## src/rtl/imem_loader_pkg.sv

```systemverilog
// Shared types and constants for the instruction-memory image loader.
package imem_loader_pkg;

    typedef enum logic [1:0] {
        IDLE = 2'd0,
        DATA = 2'd1,
        CHK  = 2'd2,
        DONE = 2'd3
    } state_t;

    localparam int IMEM_DEPTH     = 64;
    localparam int IMEM_ADDR_W    = 8;
    localparam int BYTES_PER_WORD = 4;
    localparam int WORD_W         = BYTES_PER_WORD * 8;
    localparam int LANE_W         = $clog2(BYTES_PER_WORD);

    // A header is usable only if it names between 1 and depth words.
    function automatic logic header_ok(input logic [7:0] n, input int depth);
        return (n != 8'd0) && (32'(n) <= 32'(depth));
    endfunction

endpackage

```

## src/rtl/imem_word_packer.sv

```systemverilog
// Assembles little-endian words from accepted stream bytes; word_valid pulses
// for one cycle after the last byte of each word, while word holds the result.
module imem_word_packer
    import imem_loader_pkg::*;
(
    input  logic              clk,
    input  logic              rst,
    input  logic              clear,
    input  logic [7:0]        byte_data,
    input  logic              byte_en,
    output logic [LANE_W-1:0] lane,
    output logic              word_valid,
    output logic [WORD_W-1:0] word
);

    logic last_lane;

    assign last_lane = (lane == LANE_W'(BYTES_PER_WORD - 1));

    // Bytes enter at the top and move down, so the first byte of a word lands in [7:0].
    always_ff @(posedge clk or posedge rst) begin
        if (rst) begin
            lane       <= '0;
            word_valid <= 1'b0;
            word       <= '0;
        end else if (clear) begin
            lane       <= '0;
            word_valid <= 1'b0;
            word       <= '0;
        end else begin
            word_valid <= byte_en && last_lane;
            if (byte_en) begin
                word <= {byte_data, word[WORD_W-1:8]};
                lane <= lane + 1'b1;
            end
        end
    end

endmodule

```

## src/rtl/imem_loader.sv

```systemverilog
// Loads a word-count-framed byte stream into instruction memory and holds the CPU
// until the image is complete. Define IMEM_LOADER_CHKSUM_EN for a trailing XOR checksum byte.
module imem_loader
    import imem_loader_pkg::*;
#(
    parameter int ADDR_W = IMEM_ADDR_W,
    parameter int DEPTH  = IMEM_DEPTH,
    parameter int DATA_W = WORD_W
) (
    input  logic              clk,
    input  logic              rst,
    input  logic [7:0]        in_data,
    input  logic              in_valid,
    output logic              in_ready,
    output logic              imem_we,
    output logic [ADDR_W-1:0] imem_waddr,
    output logic [DATA_W-1:0] imem_wdata,
    output logic              cpu_hold,
    output logic              done,
    output logic              err
);

    localparam int CNT_W = $clog2(DEPTH + 1);

    state_t            state, state_next;
    logic [CNT_W-1:0]  word_cnt, word_cnt_next;
    logic [CNT_W-1:0]  n_words, n_words_next;
    logic [ADDR_W-1:0] waddr_next;
    logic              in_ready_next, cpu_hold_next, done_next, err_next;
    logic              accept, pack_clear, pack_en, word_last;
    logic [LANE_W-1:0] lane;
`ifdef IMEM_LOADER_CHKSUM_EN
    logic [7:0]        chk, chk_next;
`endif

    assign accept    = in_valid && in_ready;
    assign word_last = (lane == LANE_W'(BYTES_PER_WORD - 1));

    imem_word_packer u_packer (
        .clk        (clk),
        .rst        (rst),
        .clear      (pack_clear),
        .byte_data  (in_data),
        .byte_en    (pack_en),
        .lane       (lane),
        .word_valid (imem_we),
        .word       (imem_wdata)
    );

    always_ff @(posedge clk or posedge rst) begin
        if (rst) begin
            state      <= IDLE;
            word_cnt   <= '0;
            n_words    <= '0;
            imem_waddr <= '0;
            in_ready   <= 1'b0;
            cpu_hold   <= 1'b1;
            done       <= 1'b0;
            err        <= 1'b0;
`ifdef IMEM_LOADER_CHKSUM_EN
            chk        <= 8'd0;
`endif
        end else begin
            state      <= state_next;
            word_cnt   <= word_cnt_next;
            n_words    <= n_words_next;
            imem_waddr <= waddr_next;
            in_ready   <= in_ready_next;
            cpu_hold   <= cpu_hold_next;
            done       <= done_next;
            err        <= err_next;
`ifdef IMEM_LOADER_CHKSUM_EN
            chk        <= chk_next;
`endif
        end
    end

    always_comb begin
        state_next    = state;
        word_cnt_next = word_cnt;
        n_words_next  = n_words;
        waddr_next    = imem_waddr;
        cpu_hold_next = cpu_hold;
        err_next      = err;
        done_next     = 1'b0;
        pack_clear    = 1'b0;
        pack_en       = 1'b0;
`ifdef IMEM_LOADER_CHKSUM_EN
        chk_next      = chk;
`endif
        unique case (state)
            IDLE: begin
                if (accept) begin
                    if (header_ok(in_data, DEPTH)) begin
                        err_next      = 1'b0;
                        cpu_hold_next = 1'b1;
                        word_cnt_next = '0;
                        n_words_next  = CNT_W'(in_data);
                        pack_clear    = 1'b1;
`ifdef IMEM_LOADER_CHKSUM_EN
                        chk_next      = 8'd0;
`endif
                        state_next    = DATA;
                    end else begin
                        err_next = 1'b1;
                    end
                end
            end
            DATA: begin
                if (accept) begin
                    pack_en = 1'b1;
`ifdef IMEM_LOADER_CHKSUM_EN
                    chk_next = chk ^ in_data;
`endif
                    // Address is latched with the word so it lines up with the write strobe.
                    if (word_last) begin
                        waddr_next    = ADDR_W'(word_cnt);
                        word_cnt_next = word_cnt + 1'b1;
                        if (word_cnt == n_words - 1'b1) begin
`ifdef IMEM_LOADER_CHKSUM_EN
                            state_next = CHK;
`else
                            state_next = DONE;
`endif
                        end
                    end
                end
            end
`ifdef IMEM_LOADER_CHKSUM_EN
            CHK: begin
                if (accept) begin
                    if (in_data == chk) begin
                        state_next = DONE;
                    end else begin
                        err_next   = 1'b1;
                        state_next = IDLE;
                    end
                end
            end
`endif
            DONE: begin
                done_next     = 1'b1;
                cpu_hold_next = 1'b0;
                state_next    = IDLE;
            end
            default: state_next = IDLE;
        endcase
        // Ready is registered from the next state so it always matches the state it gates.
        in_ready_next = (state_next != DONE);
    end

    a_waddr_in_range: assert property (@(posedge clk) disable iff (rst)
        imem_we |-> (imem_waddr < ADDR_W'(DEPTH)));

    a_done_releases_cpu: assert property (@(posedge clk) disable iff (rst)
        done |-> !cpu_hold);

endmodule

```

## config.mk

```make
export PLATFORM = sky130hd
export DESIGN_NAME = imem_loader
export DESIGN_NICKNAME = d
export VERILOG_FILES = /design/src/rtl/imem_loader_pkg.sv /design/src/rtl/imem_word_packer.sv /design/src/rtl/imem_loader.sv
export SDC_FILE = /design/constraint.sdc
export NUM_CORES = 1
export LEC_CHECK = 0
export ABC_AREA = 1
export BUFFER_PORTS_ARGS = -buffer_cell sky130_fd_sc_hd__buf_2
export CORE_UTILIZATION = 55
export CTS_CLUSTER_DIAMETER = 80
export DETAILED_ROUTE_END_ITERATION = 16
export PLACE_DENSITY = 0.79
export SLEW_MARGIN = 10
export SYNTH_ARGS = -nofsm -noshare
export SYNTH_HDL_FRONTEND = slang
export SYNTH_HIERARCHICAL = 1
export SYNTH_SLANG_ARGS = --single-unit
export TNS_END_PERCENT = 100
```

## constraint.sdc

```tcl
create_clock -name clk -period 2.1 [get_ports clk]
set_clock_uncertainty 0.05 [all_clocks]
set_input_delay 0.105 -clock clk [delete_from_list [all_inputs] [get_ports clk]]
set_output_delay 0.105 -clock clk [all_outputs]
set_load 0.005 [all_outputs]
```

==> run metrics, run 1 <==
row count 26; DR vias/cell about 5; crit path max fanout 17; most common cell after layout, fill and taps aside nand2_1; power density over the cells between 800 and 900 nW/um^2; minimum clock period between 1500 and 2000 ps; most used routing layer met2; top post-synthesis cells by area dfrtp_1, nand2_1, nand3_1, inv_1, o21ai_2; biggest cell delay along the critical path 550 ps; largest net degree at the start of global routing 36; CP top delay family simple AND/OR/NAND/NOR gates; Least-Margin Pin Slew 676 ps; die area 5800 sq um; Die W ~76 microns; IO Pins 56; grt met2 use 36.5%; worst hold path type in -> reg; sequential-to-total area share from yosys stat between 50% and 60%; input/output buffers 54; Starting DRT DRC Count between 150 and 200; drt first pass iters 4; Period Utilization, post-route around nine tenths; final core utilization between 60% and 70%; CP Class in -> reg; Num Clock Sinks 62; standby leakage power ~2 nW; TritonCTS clock tree built; # setup viols final 0; commonest cells after routing, fill and taps aside nand2_1, dfrtp_1, buf_2; worst hold slack approximately 210 ps; Setup Fix Bufs, Post-CTS 0; All-Layer GR Usage 24.1%; peak supply drop roughly 590 uV; Worst Setup End Kind register; cells on worst reg2reg path 7; post-route DRC violation count 0; most used cell, CP nand2_1; Design Power slightly below 0.003 W; Skew-Pair Late Insertion Delay between 300 and 400 ps; share of layout cells above drive strength 1 23.7%; max-slew violations 0; Setup crit start kind input pin; height of the die approximately 76 microns; Ys Warns 6; slowest CP cell nor2_2; area share of the largest cell type after synthesis about 50%; area delta synth->final 17.7%; Slew headroom between 50% and 60%; Worst EP required between 2000 and 2500 ps; final net count 444; first-pass GRT wire length roughly 11000 microns; PostCTS Resize Cnt 0; number of global-route vias before repair 2319; Syn Std Cell Area slightly above 3000 sq um; post-detail-place hpwl around 4000 microns; GRT Residual Overflow 0; Final Hold Vio Count 0; GPL Wtd Cong approximately 0.84; Max clock buf depth 2; RSZ-0062 raised after global routing false; CP Depth 11; Setup Total Neg Slack 0 ps; CP cell instances dlygate4sd3_1 -> buf_2 -> inv_1 -> nand2_1 -> nor2_1 -> nand3_1 -> nand3_4 -> inv_1 -> nor2_2 -> nand2_1 -> nand2_1; final std cells w/o fill ~500; synthesized instance count 366; clock slew at reported path FFs 70 ps; outcome finished, final reports clean; DP Cell Count 479; H-tree Lvls 3; M3 GR Usage under 10%; fmax ~0.52 GHz; final wirelength between 6000 and 7000 microns; max-cap check violation count 0; Hold Crit Depth 5; leading area contributor after synthesis dfrtp_1; core region area 5200 sq um; DRT antenna net count 0; Inserted Clock Buffers 9; buffers and inverters on the worst path 4; Avg WL per Cell 12.4 microns; syn avg cell area around 8.3 sq um; Syn Nets 380; synthesis-stage register bit count 62; ANT cells 0; Starting Density approximately three fifths; initial antenna violation count 0; vias after detailed routing about 2500; clock root cell clkbuf_8; met1 Track Usage GR 33.5%; CP arrival 2150 ps; Unique masters post-synth 24
## report_power, final
part	leakage (nW)	internal, W	switching, W
registers	0.798	0.00134	0.000127
clock network	0.0845	0.000484	0.000452
logic	1.13	0.000242	0.000318
## tightest hold or removal path, stage by stage
cell and delay, ps:
buf_2 100, nand2_1 130, nor3_2 90, nor2_1 90, nor2_1 50
## metrics by stage
stage,setup WS [ps],instance area (sq um)
after detailed placement,380,3290
after floorplan,621,3020
after global routing,27.2,3560
after global placement,419,3290
after CTS,154,3550
final,172,3560
## area by class of cell
type	count	area, sq um
multi-input combinational	254	1220
tap	70	87.6
clock inverter	3	20.0
inverter	36	135
sequential	62	1550
fill	438	1650
timing repair buffer	67	390
clock buffer	12	155
## Yosys cell counts, drive strengths merged
| cell type | count |
|---|---|
| nand2 | 147 |
| dfrtp | 61 |
| nand3 | 53 |
| inv | 36 |
| nor2 | 25 |
| o21ai | 16 |
| buf | 15 |
| xnor2 | 4 |
| ha | 3 |
| nor3b | 2 |
| conb | 1 |
| dfstp | 1 |
| nand4 | 1 |
| nor3 | 1 |
## logic make-up after synthesis
group	Yosys count	share of synthesized area, %
flops	62	51.4
compound gates	16	4.39
simple gates	229	33.2
other cells	1	0.124
buf+inv	51	8.57
fa+ha+maj	3	1.24
xor+xnor	4	1.16
## metal layers
metal | vias to the layer above | wire length (microns)
met2 | 79 | 2900
met1 | 1142 | 2870
met3 | 8 | 385
met5 | - | 0
met4 | 0 | 76
li1 | 1265 | -
## sequential cells by signal, summed over array words and instances (netlist names)
register / cells
word_cnt: 7
u_packer/word: 32
err: 1
done: 1
state: 2
cpu_hold: 1
in_ready: 1
u_packer/word_valid: 1
u_packer/lane: 2
imem_waddr: 7
n_words: 7
## path summary, 6_finish.rpt
check                                startpoint  slack [ps]                       endpoint
max in group asynchronous                   rst        1300  u_packer/word[31]$_DFFE_PP0P_
setup / recovery                     in_data[4]         170   u_packer/word[1]$_DFFE_PP0P_
hold / removal                         in_valid         210                err$_DFFE_PP0P_
hold reg to reg            cpu_hold$_DFFE_PP1P_         420           cpu_hold$_DFFE_PP1P_
setup reg to reg             in_ready$_DFF_PP0_         300  u_packer/word[16]$_DFFE_PP0P_
min in group asynchronous                   rst         350                 done$_DFF_PP0_
## repair_timing
action,4_1_cts,5_1_grt
setup endpoints to repair,0,9
hold buffers,9,0
endpoints found under the hold margin,73,0
Power figures use the tool's default switching activity.
==> run 2: changes to the inputs <==
==> constraint.sdc (replaced) <==
create_clock -name clk -period 2.1 [get_ports clk]
set_clock_uncertainty 0.05 [all_clocks]
set_input_delay 0.105 -clock clk [delete_from_list [all_inputs] [get_ports clk]]
set_output_delay 0.105 -clock clk [all_outputs]
set_load 0.1 [all_outputs]
==> run 2 against run 1 <==
Net effect: clock power up 16%; maximum frequency down 1.9%; non-clock buffer count up 1; die area unchanged; critical endpoint is now u_packer/word[11]$_DFFE_PP0P_; highest routed layer unchanged.
==> run metrics, run 2 (synthesized netlist as in run 1, its figures left out) <==
Inserted Clock Buffers 9; most used cell, CP nand2_1; clock slew at reported path FFs 70 ps; Design Power between 0.003 and 0.004 W; largest register by flop count u_packer/word; first-pass GRT wire length ~11000 microns; area delta synth->final 19.1%; Max clock buf depth 2; commonest cells after routing, fill and taps aside nand2_1, dfrtp_1, buf_2; pre-CTS setup slack ~350 ps; most common cell after layout, fill and taps aside nand2_1; post-route DRC violation count 0; max-slew violations 0; Slew headroom between 50% and 60%; Max Used Layer met4; number of global-route vias before repair around 2300; DRT met1 WL around 3000 microns; # setup viols final 0; max reg flops 32; fmax ~0.5 GHz; final setup margin about 140 ps; row count 26; buffers and inverters on the worst path 4; worst hold slack about 230 ps; minimum clock period between 1500 and 2000 ps; Num Clock Sinks between 60 and 70; initial antenna violation count 0; met3 WL post-DR 376 microns; fill count slightly above 400; CP Class in -> reg; worst hold path type in -> reg; Starting Density slightly below 60%; Setup crit start kind input pin; post-detail-place hpwl 4440 microns; standby leakage power around 2.0 nW; IO Pins 56; Setup Fix Bufs, Post-CTS 0; die area around 5800 sq um; Skew-Pair Late Insertion Delay 340 ps; height of the die approximately 76 microns; final net count between 400 and 500; biggest cell delay along the critical path about 570 ps; CP Depth 11; Starting DRT DRC Count 242; Worst Setup End Kind register; Met2 Wirelength around 3300 microns; vias after detailed routing between 2000 and 3000; H-tree Lvls 3; CP cell instances dlygate4sd3_1 -> buf_2 -> inv_1 -> nand2_1 -> nor2_1 -> nand3_1 -> nand3_4 -> inv_1 -> nor2_2 -> nand2_1 -> nand2_1; ANT cells 0; final wirelength approximately 6700 microns; Least-Margin Pin Slew between 700 and 800 ps; cells on worst reg2reg path 6; GPL Wtd Cong 0.843; peak supply drop around 910 uV; input/output buffers 54; Hold Crit Depth 5; DRT antenna net count 0; clock root cell clkbuf_8; Avg WL per Cell about 13 microns; crit path max fanout 17; outcome finished, final reports clean; Final Hold Vio Count 0; GRT Residual Overflow 0; drt first pass iters 5; CP top delay family simple AND/OR/NAND/NOR gates; share of layout cells above drive strength 1 24.5%; All-Layer GR Usage roughly a quarter; Worst EP required roughly 2300 ps; core region area 5200 sq um; CP arrival 2200 ps; PostCTS Resize Cnt 0; max-cap check violation count 0; Die W roughly 76 microns; slowest CP cell nor2_2; DR vias/cell 5.16; Period Utilization, post-route around 94%; TritonCTS clock tree built; power density over the cells roughly 1100 nW/um^2; largest net degree at the start of global routing 36
## run 2: cell types whose count changed in the layout (fill, tap and decap cells not counted), sizes merged
cell and change:
bufinv +1, clkbuf -1, buf +1, clkinvlp +1
## run 2: layout make-up
| cell class | instances | area, sq um | area share [%] |
|---|---|---|---|
| Inverter | 36 | 135 | 3.75 |
| Clock inverter | 5 | 57.6 | 1.60 |
| Sequential cell | 62 | 1550 | 43.2 |
| Tap cell | 70 | 87.6 | 2.43 |
| Timing Repair Buffer | 68 | 398 | 11.0 |
| Multi-Input combinational cell | 254 | 1220 | 33.8 |
| Clock buffer | 11 | 151 | 4.20 |
## run 2: repair_timing
item                                   in CTS  in global routing
setup endpoints to repair                   0                 21
hold buffers                                9                  0
endpoints found under the hold margin      58                  0
## run 2: path summary, 6_finish.rpt
path / end / slack, ps / start
max reg2reg: u_packer/word[29]$_DFFE_PP0P_ / 280 / state[0]$_DFF_PP0_
max in group asynchronous: u_packer/word[0]$_DFFE_PP0P_ / 960 / rst
max: u_packer/word[11]$_DFFE_PP0P_ / 140 / in_data[5]
min reg2reg: u_packer/word[2]$_DFFE_PP0P_ / 420 / u_packer/word[2]$_DFFE_PP0P_
min: err$_DFFE_PP0P_ / 230 / in_valid
min in group asynchronous: done$_DFF_PP0_ / 330 / rst
## run 2: routing by layer
metal,GRT usage (%),vias to the layer above
met5,0,-
met2,37.8,84
met4,11.2,0
li1,-,1265
met1,33.8,1251
met3,6.11,10
## run 2: worst reg2reg max path, delay by kind of cell, from the launching register on
kind	cells	cell delay, ps
simple gates	4	730
buf+inv	2	530
flops	1	410
## run 2: power by group
part	total [W]	switching, W	internal [W]
Sequential	0.00147	0.000125	0.00134
Combinational	0.00134	0.00110	0.000247
Clock	0.00109	0.000482	0.000610
## run 2: stage by stage
stage,utilization [%],cell area [sq um],TNS [ps],std cells
after global placement,63.3,3300,0,480
after CTS,69.1,3590,0,505
final,69.2,3600,0,506
after global routing,69.2,3600,-14.3,506
after floorplan,-,3020,0,366
after detailed placement,63.3,3300,0,480
==> run 3: changes to the inputs <==
Settings changed: ABC_AREA 1 to 0, CORE_UTILIZATION 55 to 54, SETUP_SLACK_MARGIN set to 0.3, SLEW_MARGIN 10 to 20.
==> run 3 against run 2 <==
Net effect: count of clock-buffer cells in the layout increased by 1; setup slack improved by 27 ps; cell area increased by 0.80%; first-iteration DRC count decreased by 68%; utilization increased by 6.2 points; worst hold slack got worse by 220 ps; final cell count decreased by 25%; critical path type is now reg -> reg; highest routed layer unchanged.
==> run metrics, run 3 <==
outcome finished, final reports clean; Syn Std Cell Area 2750 sq um; Worst EP required roughly 2300 ps; Post-synth ARST share 100%; DRT antenna net count 0; area share of the largest cell type after synthesis between 50% and 60%; Num Clock Sinks just over 60; All-Layer GR Usage between 20% and 30%; Ys Warns 6; # setup viols final 0; buffers and inverters on the worst path 2; H-tree Lvls 3; DR vias/cell 5.21; Worst Setup End Kind register; input/output buffers 54; CP top delay family simple AND/OR/NAND/NOR gates; clock slew at reported path FFs 60 ps; CP Class reg -> reg; synthesized instance count ~230; worst hold path type in -> reg; worst hold slack between 10 and 15 ps; max-cap check violation count 0; CP cell instances buf_6 -> or3_4 -> nor4_4 -> buf_6 -> mux2_4; share of layout cells above drive strength 1 43.6%; drt first pass iters 4; syn avg cell area 12.2 sq um; most common cell after layout, fill and taps aside dfrtp_1; clock root cell clkbuf_8; Final Hold Vio Count 0; most used cell, CP buf_6; first-pass GRT wire length ~8600 microns; die area approximately 5400 sq um; crit path max fanout 7; Least-Margin Pin Slew 807 ps; commonest cells after routing, fill and taps aside dfrtp_1, buf_2, mux2i_1; area delta synth->final 31.9%; hold_sp in_data[3]; number of global-route vias before repair about 1800; max reg flops 32; initial antenna violation count 0; sequential-to-total area share from yosys stat between 50% and 60%; fill count 321; max-slew violations 0; vias after detailed routing between 1500 and 2000; leading area contributor after synthesis dfrtp_1; TritonCTS clock tree built; Hold EP u_packer/word[27]$_DFFE_PP0P_; largest register by flop count u_packer/word; row count 25; minimum clock period a little under 2000 ps; Unique masters post-synth 32; Period Utilization, post-route between 90 and 100%; Starting Density 57.1%; Reg2Reg Launch Point state[1]$_DFF_PP0_; cells on worst reg2reg path 5; Die W around 73 microns; final setup margin ~160 ps; Starting DRT DRC Count between 70 and 80; Hold Crit Depth 3; slowest CP cell dfrtp_1; final wirelength approximately 5800 microns; fmax roughly 0.52 GHz; r2r endpoint n_words[6]$_DFFE_PP0P_; flop-to-flop setup slack 160 ps; GRT Residual Overflow 0; Setup crit start kind register; post-route DRC violation count 0; CP arrival about 2100 ps; IO Pins 56; Skew-Pair Late Insertion Delay between 300 and 400 ps; Syn Nets around 240; ys flop type dfrtp_1; post-detail-place hpwl between 3000 and 4000 microns; GPL Wtd Cong between 0.7 and 0.8; height of the die approximately 73 microns; pre-CTS setup slack -74.9 ps; Max clock buf depth 2; most common cell in the synthesized netlist dfrtp_1; Inserted Clock Buffers 9; RSZ-0062 raised after global routing true; synthesis-stage register bit count 62; Slew headroom ~46%; Avg WL per Cell around 15 microns; biggest cell delay along the critical path 400 ps; EDFF count, synth 0; core region area approximately 4800 sq um; CP startpoint state[1]$_DFF_PP0_; top post-synthesis cells by count dfrtp_1, nor2_1, mux2i_1; ANT cells 0; top post-synthesis cells by area dfrtp_1, mux2i_1, nor2_1, mux2_2, xor2_1; largest net degree at the start of global routing 36; final net count approximately 320
-- run 3: cell count changes after synthesis, moves of 13 or more --
cell,previous run,this run
inv_1,33,6
mux2_2,0,13
mux2i_1,0,33
nand2_1,143,7
nand3_1,51,2
nor2_1,20,41
o21ai_2,14,0
-- run 3: repair_timing --
action / 4_1_cts / 5_1_grt
pin swaps: 9 / 13
hold buffers: 4 / 0
resized for setup: 19 / 29
gates cloned: 0 / 1
endpoints found under the setup margin: 29 / 52
endpoints found under the hold margin: 57 / 0
buffers inserted: 6 / 3
-- run 3: routing by layer --
metal	wire length [microns]	global-route usage [%]	part of all wire, %
met1	2670	30.8	46
met2	2730	31.9	47
met3	236	7.13	4.1
met4	121	8.33	2.1
met5	0	0	0
-- run 3: kinds of logic after synthesis --
logic type      share of synthesized area (%)
other cells                             0.136
simple gates                             12.3
mux                                      17.3
buf+inv                                  5.00
compound gates                           1.77
xor+xnor                                 5.73
fa+ha+maj                                1.36
flops                                    56.4
-- run 3: worst min-delay path, cell delays in order --
cell,delay [ps]
buf_2,90
mux2i_1,60
nor2_1,90
-- run 3: metrics by stage --
step | cells | area, sq um | TNS [ps] | utilization (%)
3_3_place_gp | 349 | 3120 | -64.4 | 64.8
6_report | 379 | 3630 | 0 | 75.4
4_1_cts | 375 | 3480 | 0 | 72.3
2_1_floorplan | 225 | 2810 | -3070 | -
3_5_place_dp | 349 | 3120 | -278 | 64.8
5_1_grt | 379 | 3630 | 0 | 75.4
-- run 3: worst max path at each step --
| stage | to | depth (start not counted) |
|---|---|---|
| 2_1_floorplan | u_packer/word[10]$_DFFE_PP0P_ | 7 |
| 3_5_place_dp | n_words[6]$_DFFE_PP0P_ | 6 |
| 6_report | n_words[6]$_DFFE_PP0P_ | 5 |
| 5_1_grt | in_ready$_DFF_PP0_ | 6 |
| 3_3_place_gp | n_words[2]$_DFFE_PP0P_ | 6 |
| 4_1_cts | in_ready$_DFF_PP0_ | 5 |
-- run 3: final cells by class --
cell class / count / area, sq um / area share (%)
well taps: 67 / 83.8 / 2.31
clock buffers: 12 / 155 / 4.27
multi-input cells: 145 / 1210 / 33.3
repair buffers: 83 / 559 / 15.4
clock inverters: 4 / 45.0 / 1.24
inverters: 6 / 22.5 / 0.620
flip-flops and latches: 62 / 1560 / 42.9
Power of run 3 is not shown: default switching activity piles up to over one toggle a cycle in this logic, so the estimate is an artifact.
